==> src/rtl/ksa_ctrl_fsm.sv <==
// RC4 key-scheduling initiator: walks i over the S array, accumulates j and requests s[i]/s[j] swaps.
// Define KSA_SWAP_TIMEOUT_EN to add a swap-engine timeout that parks the FSM in ERR with err raised.
module ksa_ctrl_fsm #(
  parameter int KEY_BYTES = 3
`ifdef KSA_SWAP_TIMEOUT_EN
  , parameter int TIMEOUT_CYCLES = 1024
`endif
) (
  input  logic                   clk,
  input  logic                   reset_n,
  input  logic                   start,
  input  logic [8*KEY_BYTES-1:0] key,
  output logic [7:0]             mem_addr,
  input  logic [7:0]             mem_q,
  output logic                   swap_flag,
  output logic [7:0]             counter_i,
  output logic [7:0]             counter_j,
  input  logic                   swap_done,
  output logic                   done,
  output logic                   busy,
  output logic                   err
);

  localparam int KIDX_W = (KEY_BYTES > 1) ? $clog2(KEY_BYTES) : 1;

  typedef enum logic [2:0] {
    IDLE,
    RD_SI,
    WAIT_SI,
    CALC_J,
    SWAP_REQ,
    DONE_ST
`ifdef KSA_SWAP_TIMEOUT_EN
    , ERR_ST
`endif
  } state_t;

  state_t            state_q;
  logic [7:0]        i_q;
  logic [7:0]        j_q;
  logic [KIDX_W-1:0] kidx_q;
  logic              swap_flag_q;
  logic [7:0]        counter_i_q;
  logic [7:0]        counter_j_q;
  logic              done_q;
  logic              busy_q;
  logic [7:0]        j_d;

  // Key byte 0 sits in the most significant byte of the key bus.
  logic [7:0] key_byte [KEY_BYTES];
  generate
    for (genvar gi = 0; gi < KEY_BYTES; gi++) begin : g_key_byte
      assign key_byte[gi] = key[8*(KEY_BYTES-1-gi) +: 8];
    end
  endgenerate

  assign j_d = j_q + mem_q + key_byte[kidx_q];

`ifdef KSA_SWAP_TIMEOUT_EN
  localparam int TMO_W = $clog2(TIMEOUT_CYCLES + 1);
  logic [TMO_W-1:0] tmo_q;
  logic             err_q;
  assign err = err_q;
`else
  assign err = 1'b0;
`endif

  always_ff @(posedge clk) begin
    if (!reset_n) begin
      state_q     <= IDLE;
      i_q         <= 8'd0;
      j_q         <= 8'd0;
      kidx_q      <= '0;
      swap_flag_q <= 1'b0;
      counter_i_q <= 8'd0;
      counter_j_q <= 8'd0;
      done_q      <= 1'b0;
      busy_q      <= 1'b0;
`ifdef KSA_SWAP_TIMEOUT_EN
      tmo_q       <= '0;
      err_q       <= 1'b0;
`endif
    end else begin
      done_q <= 1'b0;
      case (state_q)
        IDLE: begin
          if (start) begin
            i_q     <= 8'd0;
            j_q     <= 8'd0;
            kidx_q  <= '0;
            busy_q  <= 1'b1;
            state_q <= RD_SI;
          end
        end
        RD_SI:   state_q <= WAIT_SI;
        WAIT_SI: state_q <= CALC_J;
        CALC_J: begin
          j_q         <= j_d;
          counter_i_q <= i_q;
          counter_j_q <= j_d;
          swap_flag_q <= 1'b1;
`ifdef KSA_SWAP_TIMEOUT_EN
          tmo_q       <= '0;
`endif
          state_q     <= SWAP_REQ;
        end
        SWAP_REQ: begin
          // Advancing only on swap_done keeps the next s[i] read behind the swap write.
          if (swap_done) begin
            swap_flag_q <= 1'b0;
            if (i_q == 8'hFF) begin
              done_q  <= 1'b1;
              state_q <= DONE_ST;
            end else begin
              i_q     <= i_q + 8'd1;
              kidx_q  <= (kidx_q == KIDX_W'(KEY_BYTES-1)) ? '0 : kidx_q + 1'b1;
              state_q <= RD_SI;
            end
          end
`ifdef KSA_SWAP_TIMEOUT_EN
          else if (tmo_q == TMO_W'(TIMEOUT_CYCLES-1)) begin
            swap_flag_q <= 1'b0;
            err_q       <= 1'b1;
            state_q     <= ERR_ST;
          end else begin
            tmo_q <= tmo_q + 1'b1;
          end
`endif
        end
        DONE_ST: begin
          busy_q  <= 1'b0;
          state_q <= IDLE;
        end
`ifdef KSA_SWAP_TIMEOUT_EN
        ERR_ST: state_q <= ERR_ST;
`endif
        default: begin
          swap_flag_q <= 1'b0;
          busy_q      <= 1'b0;
          state_q     <= IDLE;
        end
      endcase
    end
  end

  assign mem_addr  = i_q;
  assign swap_flag = swap_flag_q;
  assign counter_i = counter_i_q;
  assign counter_j = counter_j_q;
  assign done      = done_q;
  assign busy      = busy_q;

endmodule
==> config.mk <==
export PLATFORM = sky130hd
export DESIGN_NAME = ksa_ctrl_fsm
export DESIGN_NICKNAME = d
export VERILOG_FILES = /design/src/rtl/ksa_ctrl_fsm.sv
export SDC_FILE = /design/constraint.sdc
export NUM_CORES = 1
export LEC_CHECK = 0
export ABC_CLOCK_PERIOD_IN_PS = 2800
export CAP_MARGIN = 10
export CORE_ASPECT_RATIO = 0.7
export CORE_MARGIN = 2
export CORE_UTILIZATION = 44
export CTS_BUF_LIST = sky130_fd_sc_hd__clkbuf_4 sky130_fd_sc_hd__clkbuf_8
export DETAILED_ROUTE_END_ITERATION = 7
export PLACE_DENSITY = 0.79
export RECOVER_POWER = 25
export SYNTH_ARGS = -nofsm -noshare
export SYNTH_HDL_FRONTEND = slang
export SYNTH_SLANG_ARGS = --single-unit
==> constraint.sdc <==
create_clock -name clk -period 2.8 [get_ports clk]
set_clock_uncertainty 0.05 [all_clocks]
set_input_delay 0.28 -clock clk [delete_from_list [all_inputs] [get_ports clk]]
set_output_delay 0.28 -clock clk [all_outputs]
set_load 0.01 [all_outputs]
==> flow_results.xml <==
<?xml version="1.0" encoding="UTF-8"?>
<metrics>
  <group name="global_route">
    <metric name="maximum_number_of_pins_on_one_net_before_global_route_repair" unit="">18</metric>
    <metric name="grt_pass1_wl" unit="mm">8.49</metric>
    <metric name="number_of_global_route_vias_before_repair" unit="">1907</metric>
    <metric name="grt_util_all_layers" unit="%">20.3</metric>
    <metric name="globalRouteOverflowTotal" unit="">0</metric>
    <metric name="antenna_found_initial" unit="">0</metric>
  </group>
  <group name="power_and_ir_drop">
    <metric name="power_frac_clock" unit="%">34.1</metric>
    <metric name="ir_worst_vdd" unit="V">0.000270</metric>
    <metric name="power.density" unit="mW/mm²">452</metric>
    <metric name="switching_power" unit="mW">0.369</metric>
    <metric name="pwr-share-seq" unit="%">43.6</metric>
    <metric name="power.combinational.fraction" unit="%">22.3</metric>
    <metric name="sw_frac_of_total" unit="%">26.7</metric>
    <metric name="leakage_dissipation" unit="nW">1.20</metric>
    <metric name="intPower" unit="mW">1.01</metric>
  </group>
  <group name="job">
    <metric name="cap_viol_max_count" unit="">0</metric>
  </group>
  <group name="route">
    <metric name="top_layer" unit="">met4</metric>
    <metric name="post-route-drc-count" unit="">0</metric>
    <metric name="drt-vias-per-instance" unit="">5.18</metric>
    <metric name="met2WireLength" unit="mm">2.34</metric>
    <metric name="drt_pass1_iterations" unit="">4</metric>
    <metric name="first_iter_violations" unit="">105</metric>
    <metric name="finalWirelength" unit="mm">5.25</metric>
    <metric name="wire_per_inst" unit="µm">13.8</metric>
    <metric name="route.met3.wl" unit="µm">329</metric>
    <metric name="postRouteAntennaNets" unit="">0</metric>
    <metric name="dr_total_vias" unit="">1964</metric>
    <metric name="met1Wirelength" unit="mm">2.49</metric>
  </group>
  <group name="sta">
    <metric name="rsz0062_at_grt" unit="">yes</metric>
    <metric name="timing.final.crit_share" unit="%">106</metric>
    <metric name="report.final.setup_viol" unit="">4</metric>
    <metric name="maxSlewHeadroom" unit="%">59.9</metric>
    <metric name="clock.fmax" unit="MHz">337</metric>
    <metric name="final_max_slew_viol_count" unit="">0</metric>
    <metric name="tightest_slew" unit="ns">0.598</metric>
    <metric name="timing.final.hold_violations" unit="">0</metric>
    <metric name="timing.final.crit_period" unit="ns">2.97</metric>
    <metric name="final_critical_path_setup_slack" unit="ns">-0.168</metric>
    <metric name="final_hold_slack" unit="ns">0.404</metric>
  </group>
  <group name="clocking">
    <metric name="cts_tree" unit="">built</metric>
    <metric name="path_clk_slew" unit="ns">0.08</metric>
    <metric name="ctsRootBufferMaster" unit="">clkbuf_8</metric>
    <metric name="tritoncts.num_buffers" unit="">5</metric>
    <metric name="worstSkewPairLatency" unit="ns">0.30</metric>
    <metric name="clock_path_buffers" unit="">2</metric>
    <metric name="clock-sinks" unit="">40</metric>
    <metric name="cts_htree_levels" unit="">2</metric>
    <metric name="hold_bufs_at_cts" unit="">0</metric>
  </group>
  <group name="worst_hold_path">
    <metric name="hold_path.startpoint" unit="">counter_i[6]$_SDFFE_PN0P_</metric>
    <metric name="hold-path-endpoint" unit="">counter_i[6]$_SDFFE_PN0P_</metric>
    <metric name="hp-class" unit="">reg -&gt; reg</metric>
    <metric name="number_of_instances_on_the_worst_hold_path" unit="">2</metric>
  </group>
  <group name="yosys">
    <metric name="main_synth_ff_type" unit="">dfxtp_1</metric>
    <metric name="netlist.area_leader.share" unit="%">38.0</metric>
    <metric name="synth.ff_latch_count" unit="">40</metric>
    <metric name="netlist.top_cell.by_area" unit="">dfxtp_1</metric>
    <metric name="async_reset_ff_share" unit="%">0</metric>
    <metric name="postSynthAreaPerCell" unit="µm²">8.61</metric>
    <metric name="synth-edff-count" unit="">0</metric>
    <metric name="synth_top_cells_by_area" unit="">dfxtp_1, nand2_1, fa_1</metric>
    <metric name="ys_seq_area_share" unit="%">38.0</metric>
    <metric name="synth.cell_area" unit="mm²">0.00211</metric>
    <metric name="total_number_of_yosys_warnings" unit="">0</metric>
    <metric name="yosysMostFrequentCell" unit="">nand2_1</metric>
    <metric name="synth.cells.most_frequent" unit="">nand2_1, dfxtp_1, a21oi_1</metric>
    <metric name="postSynthCellCount" unit="">245</metric>
    <metric name="post_synth_num_cell_types" unit="">41</metric>
    <metric name="syn-num-nets" unit="">296</metric>
  </group>
  <group name="cells_and_area">
    <metric name="post-route-cell-area" unit="mm²">0.00306</metric>
    <metric name="syn2layout_area_growth" unit="%">45.0</metric>
    <metric name="antenna_cells_inserted" unit="">0</metric>
    <metric name="layout-drive-gt1-share" unit="%">14.0</metric>
    <metric name="final_core_util" unit="%">65.0</metric>
    <metric name="multiInputGateArea" unit="mm²">0.00129</metric>
    <metric name="fin_nets" unit="">372</metric>
    <metric name="fillCellCount" unit="">374</metric>
    <metric name="ff_latch_area" unit="µm²">805</metric>
  </group>
  <group name="critical_path">
    <metric name="dominant_delay_contributor_by_cell_family_on_the_critical_path" unit="">compound AO/OA/AOI/OAI gates</metric>
    <metric name="timing_worst_setup_path_type" unit="">reg -&gt; reg</metric>
    <metric name="worst_path_max_delay_cell" unit="">fa_1</metric>
    <metric name="worstRegToRegCells" unit="">12</metric>
    <metric name="worstSetupEndpointType" unit="">register</metric>
    <metric name="critical_path.cell_chain" unit="">buf_4 &gt; nor2b_4 &gt; buf_4 &gt; nand2_1 &gt; o21ai_0 &gt; fa_1 &gt; ha_1 &gt; a21o_1 &gt; a221oi_2 &gt; xnor3_1 &gt; and2_4 &gt; a31o_2</metric>
    <metric name="start_kind" unit="">register</metric>
    <metric name="critPathRequiredTime" unit="ns">2.94</metric>
    <metric name="worst-r2r-setup-slack" unit="ns">-0.17</metric>
    <metric name="rr_endpoint" unit="">j_q[7]$_SDFFE_PN0P_</metric>
    <metric name="max_stage_delay" unit="ns">0.45</metric>
    <metric name="reg_to_reg_critical_path_startpoint" unit="">kidx_q[1]$_SDFFE_PN0P_</metric>
    <metric name="worst-path-max-fanout" unit="">5</metric>
    <metric name="critical-path-top-cell-by-count" unit="">buf_4</metric>
    <metric name="cp.buffers_inverters" unit="">2</metric>
    <metric name="arrival" unit="ns">3.11</metric>
  </group>
  <group name="outcome">
    <metric name="status" unit="">complete, but fails checks</metric>
    <metric name="violations" unit="">setup timing</metric>
  </group>
  <group name="floorplanning">
    <metric name="die_h" unit="µm">61.9</metric>
    <metric name="floorplan.die_area" unit="mm²">0.00537</metric>
    <metric name="design.portCount" unit="">64</metric>
    <metric name="placement_rows" unit="">21</metric>
    <metric name="die_w" unit="µm">86.8</metric>
    <metric name="design.core.area" unit="mm²">0.00470</metric>
    <metric name="initial_core_util" unit="%">44.9</metric>
  </group>
  <group name="placement">
    <metric name="dp_hpwl" unit="mm">3.88</metric>
    <metric name="port-buffer-count" unit="">62</metric>
    <metric name="place_area" unit="mm²">0.00286</metric>
    <metric name="gp_congestion" unit="">0.845</metric>
  </group>
</metrics>
-- worst max path at each step --
| stage | end | cells past startpoint | startpoint | slack, ns |
|---|---|---|---|---|
| finish | j_q[7]$_SDFFE_PN0P_ | 12 | kidx_q[1]$_SDFFE_PN0P_ | -0.17 |
| detailed placement | j_q[7]$_SDFFE_PN0P_ | 13 | key[1] | -0.44 |
| floorplan | counter_j[7]$_SDFFE_PN0P_ | 13 | kidx_q[1]$_SDFFE_PN0P_ | -0.06 |
| global placement | counter_j[7]$_SDFFE_PN0P_ | 13 | key[1] | -0.41 |
| CTS | j_q[7]$_SDFFE_PN0P_ | 11 | kidx_q[0]$_SDFFE_PN0P_ | -0.16 |
| global route | counter_j[7]$_SDFFE_PN0P_ | 13 | kidx_q[1]$_SDFFE_PN0P_ | -0.33 |
-- routing by layer --
| metal | up-vias | GRT usage (%) |
|---|---|---|
| li1 | 981 | - |
| met1 | 912 | 26.8 |
| met2 | 58 | 33.7 |
| met3 | 13 | 4.89 |
| met4 | 0 | 6.47 |
| met5 | - | 0 |
-- power by group through the flow --
stage / registers, mW / clock network [mW] / logic, mW
floorplan: 0.614 / 0 / 0.163
global placement: 0.616 / 0 / 0.277
detailed placement: 0.616 / 0 / 0.285
CTS: 0.603 / 0.478 / 0.290
global route: 0.604 / 0.508 / 0.344
finish: 0.603 / 0.471 / 0.309
-- cell type report --
cell class / instances / area share (%)
Multi-Input combinational cell: 188 / 42.1
Sequential cell: 40 / 26.3
Timing Repair Buffer: 81 / 25.0
Tap cell: 57 / 2.33
Clock buffer: 5 / 2.25
Clock inverter: 3 / 1.39
Inverter: 5 / 0.614
-- cells by family after synthesis --
| kind of cell | synth area share [%] |
|---|---|
| adders and majority gates | 11.7 |
| xor gates and xnor gates | 6.46 |
| and+or+nand+nor | 22.0 |
| AOI/OAI and AO/OA | 13.3 |
| DFF | 38.0 |
| buffers and inverters | 3.56 |
| other | 0.178 |
| muxes | 4.80 |
-- state kept, by name (all words and copies together) (netlist names) --
| register | count |
|---|---|
| busy | 1 |
| counter_i | 8 |
| counter_j | 8 |
| done | 1 |
| j_q | 8 |
| kidx_q | 2 |
| mem_addr | 8 |
| state_q | 3 |
| swap_flag | 1 |
-- cell usage in the layout (no fill, tap or decap), types with 4 or more instances in the layout --
cell type / n
nand2_1: 50
clkdlybuf4s50_1: 50
dfxtp_1: 39
a21oi_1: 24
nor2_1: 20
buf_4: 17
dlygate4sd3_1: 12
xnor2_1: 11
mux2i_1: 8
fa_1: 7
o21ai_0: 6
a21o_1: 6
ha_1: 6
nand3_1: 5
clkbuf_8: 5
inv_1: 4
nor3_1: 4
-- timing repair --
item,in CTS,in global routing
pin swaps,3,7
gates resized for setup,4,10
endpoints found under the setup margin,4,6
setup buffers,1,4
-- per-stage QoR --
step                      TNS, ns  total power [mW]  cells  worst slack (ns)
final                      -0.386              1.38    379            -0.168
after detailed placement    -1.33             0.901    366            -0.440
after floorplan            -0.117             0.776    245           -0.0585
after global placement      -1.20             0.894    366            -0.412
after CTS                  -0.324              1.37    375            -0.164
after global routing        -1.40              1.46    379            -0.331
-- worst register-to-register path, stage by stage (launching register included) --
cell,delay [ns]
dfxtp_4,0.36
buf_4,0.14
nor2b_4,0.14
buf_4,0.15
nand2_1,0.05
o21ai_0,0.09
fa_1,0.45
ha_1,0.34
a21o_1,0.22
a221oi_2,0.28
xnor3_1,0.24
and2_4,0.15
a31o_2,0.20
(Power assumes the default switching activity.)
